File: config.mk
export PLATFORM = sky130hd
export DESIGN_NAME = array_alloc_arbiter
export DESIGN_NICKNAME = d
export VERILOG_FILES = /design/src/rtl/array_alloc_arbiter.sv
export SDC_FILE = /design/constraint.sdc
export NUM_CORES = 1
export LEC_CHECK = 0
export CAP_MARGIN = 20
export CORE_ASPECT_RATIO = 1.75
export CORE_UTILIZATION = 50
export CTS_BUF_LIST = sky130_fd_sc_hd__clkbuf_8
export CTS_CLUSTER_DIAMETER = 80
export DETAILED_ROUTE_END_ITERATION = 8
export PLACE_DENSITY = 0.82
export SYNTH_ARGS = -nofsm -noshare
export SYNTH_HDL_FRONTEND = slang
export SYNTH_SLANG_ARGS = --single-unit
File: constraint.sdc
create_clock -name clock -period 2.72 [get_ports clock]
set_clock_uncertainty 0.2 [all_clocks]
set_input_delay 0.272 -clock clock [delete_from_list [all_inputs] [get_ports clock]]
set_output_delay 0.272 -clock clock [all_outputs]
set_load 0.1 [all_outputs]
File: src/rtl/array_alloc_arbiter.sv
// array_alloc_arbiter: round-robin front end sharing the heap array allocator
// (allocs counter + freed-array LIFO) between NReq requesters.
`default_nettype none

module array_alloc_arbiter #(
   parameter int MemoryElementWidth = 12,
   parameter int NArrays            = 2,
   parameter int NReq               = 2
) (
   input  logic                               clock,
   input  logic                               reset,
   input  logic [NReq-1:0]                    req_valid,
   input  logic [NReq-1:0]                    req_free,
   input  logic [NReq*MemoryElementWidth-1:0] req_array,
   output logic [NReq-1:0]                    ack,
   output logic [MemoryElementWidth-1:0]      ack_array,
   output logic                               ack_error,
   output logic                               size_clear,
   output logic [MemoryElementWidth-1:0]      size_index,
   output logic [MemoryElementWidth-1:0]      in_use,
   output logic [MemoryElementWidth-1:0]      high_water
);

   localparam int c_rr_w = (NReq > 1) ? $clog2(NReq) : 1;
   localparam logic [MemoryElementWidth-1:0] c_narrays = MemoryElementWidth'(NArrays);
   localparam logic [MemoryElementWidth-1:0] c_one     = MemoryElementWidth'(1);

   typedef enum logic [1:0] {IDLE, SERVE, DONE} state_t;

   state_t                         r_state;
   logic [c_rr_w-1:0]              r_rr;
   logic [c_rr_w-1:0]              r_gnt;
   logic                           r_free;
   logic [MemoryElementWidth-1:0]  r_arr;
   logic [MemoryElementWidth-1:0]  r_allocs;
   logic [MemoryElementWidth-1:0]  r_top;
   logic [NArrays-1:0]             r_bitmap;
   logic [MemoryElementWidth-1:0]  r_stack [NArrays];

   logic                           w_found;
   logic [c_rr_w-1:0]              w_pick;
   logic                           w_pick_free;
   logic [MemoryElementWidth-1:0]  w_pick_arr;
   logic [NReq-1:0]                w_gnt_hot;
   logic [c_rr_w-1:0]              w_rr_next;
   logic [MemoryElementWidth-1:0]  w_top_m1;
   logic [MemoryElementWidth-1:0]  w_popped;
   logic                           w_live;
   logic                           w_alloc_ok;
   logic [MemoryElementWidth-1:0]  w_alloc_val;
   logic                           w_free_ok;

   // First asserted requester at or after the round-robin pointer, wrapping at NReq.
   always_comb begin
      w_found     = 1'b0;
      w_pick      = '0;
      w_pick_free = 1'b0;
      w_pick_arr  = '0;
      for (int k = 0; k < NReq; k++) begin
         for (int j = 0; j < NReq; j++) begin
            if (!w_found && req_valid[j] && (j == ((int'(r_rr) + k) % NReq))) begin
               w_found     = 1'b1;
               w_pick      = c_rr_w'(j);
               w_pick_free = req_free[j];
               w_pick_arr  = req_array[j*MemoryElementWidth +: MemoryElementWidth];
            end
         end
      end
   end

   always_comb begin
      w_gnt_hot = '0;
      for (int i = 0; i < NReq; i++) begin
         w_gnt_hot[i] = (c_rr_w'(i) == r_gnt);
      end
      w_rr_next = (r_gnt == c_rr_w'(NReq - 1)) ? '0 : r_gnt + c_rr_w'(1);
   end

   // Stack top and bitmap lookups; an out-of-range array simply reads as not live.
   always_comb begin
      w_top_m1 = r_top - c_one;
      w_popped = '0;
      w_live   = 1'b0;
      for (int i = 0; i < NArrays; i++) begin
         if (MemoryElementWidth'(i) == w_top_m1) w_popped = r_stack[i];
         if (MemoryElementWidth'(i) == r_arr)    w_live   = r_bitmap[i];
      end
      w_alloc_ok  = (r_top != '0) || (r_allocs < c_narrays);
      w_alloc_val = (r_top != '0) ? w_popped : r_allocs;
      w_free_ok   = (r_arr < r_allocs) && w_live;
   end

   always_ff @(posedge clock or negedge reset) begin
      if (!reset) begin
         r_state    <= IDLE;
         r_rr       <= '0;
         r_gnt      <= '0;
         r_free     <= 1'b0;
         r_arr      <= '0;
         r_allocs   <= '0;
         r_top      <= '0;
         r_bitmap   <= '0;
         for (int i = 0; i < NArrays; i++) r_stack[i] <= '0;
         ack        <= '0;
         ack_array  <= '0;
         ack_error  <= 1'b0;
         size_clear <= 1'b0;
         size_index <= '0;
         in_use     <= '0;
      end else begin
         case (r_state)
            IDLE: begin
               if (w_found) begin
                  r_gnt   <= w_pick;
                  r_free  <= w_pick_free;
                  r_arr   <= w_pick_arr;
                  r_state <= SERVE;
               end
            end
            SERVE: begin
               ack     <= w_gnt_hot;
               r_state <= DONE;
               if (!r_free) begin
                  if (w_alloc_ok) begin
                     if (r_top != '0) r_top    <= w_top_m1;
                     else             r_allocs <= r_allocs + c_one;
                     for (int i = 0; i < NArrays; i++) begin
                        if (MemoryElementWidth'(i) == w_alloc_val) r_bitmap[i] <= 1'b1;
                     end
                     in_use     <= in_use + c_one;
                     ack_array  <= w_alloc_val;
                     size_clear <= 1'b1;
                     size_index <= w_alloc_val;
                  end else begin
                     ack_error <= 1'b1;
                  end
               end else begin
                  if (w_free_ok) begin
                     for (int i = 0; i < NArrays; i++) begin
                        if (MemoryElementWidth'(i) == r_top) r_stack[i]  <= r_arr;
                        if (MemoryElementWidth'(i) == r_arr) r_bitmap[i] <= 1'b0;
                     end
                     r_top  <= r_top + c_one;
                     in_use <= in_use - c_one;
                  end else begin
                     ack_error <= 1'b1;
                  end
               end
            end
            DONE: begin
               ack        <= '0;
               ack_array  <= '0;
               ack_error  <= 1'b0;
               size_clear <= 1'b0;
               size_index <= '0;
               r_rr       <= w_rr_next;
               r_state    <= IDLE;
            end
            default: r_state <= IDLE;
         endcase
      end
   end

   assign high_water = r_allocs;

endmodule

`default_nettype wire

==> impl_metrics.toml <==
[setup_path]
cp-end-kind = "flip-flop"
critPathArrivalTime_ns = 3.05
critPathKind = "flip-flop to flip-flop"
r2r-end = "r_top[9]"
rrSetupSlack_ns = -0.23
crit_fanout = 6
crit_slowest_cell = "or4_4"
crit_chain = "inv_2 -> ha_4 -> or4_4 -> o21ai_0 -> nor2_1 -> a211o_1 -> and2_4 -> buf_12 -> a31oi_2 -> o22ai_1 -> a21oi_1"
critPathMaxStageDelay_ns = 0.55
setup.worst_path.start = "high_water[8]"
cp-start-kind = "flip-flop"
endpoint = "r_top[9]"
crit_required_ns = 2.82
r2r-start = "high_water[8]"
reg2reg_depth = 11

[finish]
nets = 711
final_common_cell = "buf_4"
num_antenna_cells = 0
area_growth_pct = 36.2
n_fill_cell = 693
post_route_cells_drive_above_1_share = 0.360
final_area_um2 = 6990
final_cell_mix = "buf_4 (117), dfrtp_1 (81), nand2_1 (47)"

[die]
fp.dieW_um = 78.6
core_um2 = 9910
start_util = 0.518
die_y_um = 136
io_pins = 82
dieArea_um2 = 10700
row_count = 48

[synthesis]
synthArstFlopShare = 1.00
synth_edf_count = 0
synth_area_leaders = "dfrtp_1 (46%), ha_1 (7.1%), nand2_1 (3.9%)"
syn_area_per_cell_um2 = 9.79
mappedNetlistArea_um2 = 5130
ys_ff_latch = 95
yosysUniqueCellTypes = 57
synth_ff_type = "dfrtp_1"
ys_warn_count = 0
synthDominantCellAreaShare = 0.463
synth_cells = 524
yosys.area.top_type = "dfrtp_1"
synth_seq_area_share = 0.463
synth_fp_nets = 584

[sta]
hold_viol = 0
worst_slack_ns = -0.234
setup_viol = 50
fmax_ghz = 0.339
slew_viol_final = 0
min_period_ns = 2.95
worst_pin_slew_ns = 0.786
min_period_over_period = 1.09
relSlewSlack = 0.476
rsz0062_at_grt = "yes"

[global_route]
antenna_found_initial = 0
grt_pass1_wl_um = 21100
grt_use_total = 0.257
grt_pass1_vias = 4495
grt-ovfl-total = 0
grt_max_degree = 43

[clock_tree]
cts_tree = "built"
cts_root_buf = "clkbuf_8"
numCtsBuffers = 9
cts_htree_levels = 3
clockBufferDepth = 2
clock_sinks = 95
clk_pin_slew_ns = 0.09
clkLatencyLatePin_ns = 0.37

[power_and_ir_drop]
ir_drop_uv = 1060
p_leak_nw = 3.27
p_total_mw = 8.31
p_per_area_nw_per_um2 = 1190

[placed_design]
dp_hpwl_um = 9720
postPlaceCellArea_um2 = 6270
gp_congestion = 0.851
io_buffers = 81

[routing]
wire_per_inst_um = 18.4
vias_per_cell = 5.86
ant_nets = 0
drc = 0
dr.pass1.iters = 7
vias = 4575
routed_wl_um = 14400
drtIter0Drc = 265

[run_status]
failed_checks = "setup timing"
outcome = "finished with violations"

[hold_path]
min_path_type = "input port to asynchronous set/reset pin"

[run]
maxCapViolCount = 0
-- report_power, final --
group,internal (mW),total (mW),switching [mW]
combinational,2.04,5.34,3.30
sequential,1.76,2.12,0.355
clock,0.336,0.848,0.512
total,4.14,8.31,4.17
-- worst min-delay path by stage --
stage	startpoint	end	slack [ns]	cells after the start
4_1_cts	reset	r_arr[4]	0.24	2
3_3_place_gp	reset	r_arr[5]	0.09	1
3_5_place_dp	reset	r_arr[4]	0.09	1
2_1_floorplan	reset	ack[0]	-0.22	0
6_report	reset	r_arr[7]	0.21	2
5_1_grt	reset	r_arr[4]	0.26	2
-- layout make-up --
class	instances	area [um2]	area share
multi-input combinational	353	2720	0.389
sequential	95	2410	0.345
timing repair buffer	164	1430	0.204
tap	125	156	0.0224
clock buffer	9	124	0.0177
inverter	28	105	0.0150
clock inverter	7	48.8	0.00698
-- synthesized netlist by cell type, drive strengths merged (7+ instances only) --
cell / n
a21oi: 16
xnor2: 7
nor2: 32
dfrtp: 95
ha: 29
nand2: 53
o21ai: 37
nor4: 11
nand3: 12
nor2b: 24
xor2: 16
a21o: 7
inv: 28
a22oi: 13
buf: 23
clkbuf: 26
a222oi: 10
nor3: 10
o31ai: 14
-- critical path: cells and delay by family, from the launching register on --
family | cells | cell delay (ns)
AO/OA/AOI/OAI | 5 | 1.06
AND/OR/NAND/NOR | 3 | 0.86
flip-flops | 1 | 0.42
buffers and inverters | 2 | 0.19
adder cells (fa/ha/maj) | 1 | 0.14
-- state kept, by name, summed over array words and instances (netlist names) --
name and cells:
ack 2, ack_error 1, high_water 12, in_use 12, r_arr 12, r_bitmap 2, r_free 1, r_gnt 1
r_rr 1, r_stack 24, r_state 2, r_top 12, size_clear 1, size_index 12
-- cells by family (layout without fill, tap and decap cells) --
| family | Yosys count | after routing | share of synthesized area |
|---|---|---|---|
| AOI/OAI and AO/OA | 122 | 123 | 0.162 |
| xor gates and xnor gates | 23 | 23 | 0.0392 |
| adders and majority gates | 30 | 30 | 0.0746 |
| buffers and inverters | 77 | 208 | 0.0744 |
| DFF | 95 | 95 | 0.463 |
| muxes | 6 | 6 | 0.0137 |
| and+or+nand+nor | 171 | 171 | 0.173 |
-- through the flow --
| step | utilization | worst slack, ns | setup TNS [ns] | cells | hold slack (ns) |
|---|---|---|---|---|---|
| 2_1_floorplan | - | -0.351 | -5.38 | 524 | -0.224 |
| 3_3_place_gp | 0.632 | -0.125 | -1.09 | 745 | 0.0899 |
| 3_5_place_dp | 0.632 | -0.237 | -2.54 | 745 | 0.0901 |
| 4_1_cts | 0.662 | -0.0840 | -0.823 | 766 | 0.239 |
| 5_1_grt | 0.705 | -0.389 | -6.31 | 781 | 0.260 |
| 6_report | 0.705 | -0.234 | -3.72 | 781 | 0.214 |
-- per-layer routing --
metal,wire length (um),track usage,up-vias
met5,0,0,-
met2,8140,0.472,156
met4,646,0.145,0
met3,564,0.0423,54
met1,5040,0.273,2270
li1,-,-,2095
-- timing repair --
action,in CTS,in global routing
resized for setup,20,74
endpoints found under the hold margin,40,0
endpoints found under the setup margin,19,38
gates cloned,0,5
buffers inserted,4,10
pin swaps,7,17
hold buffers,1,0
No activity file was read; power rests on OpenSTA's default activity.
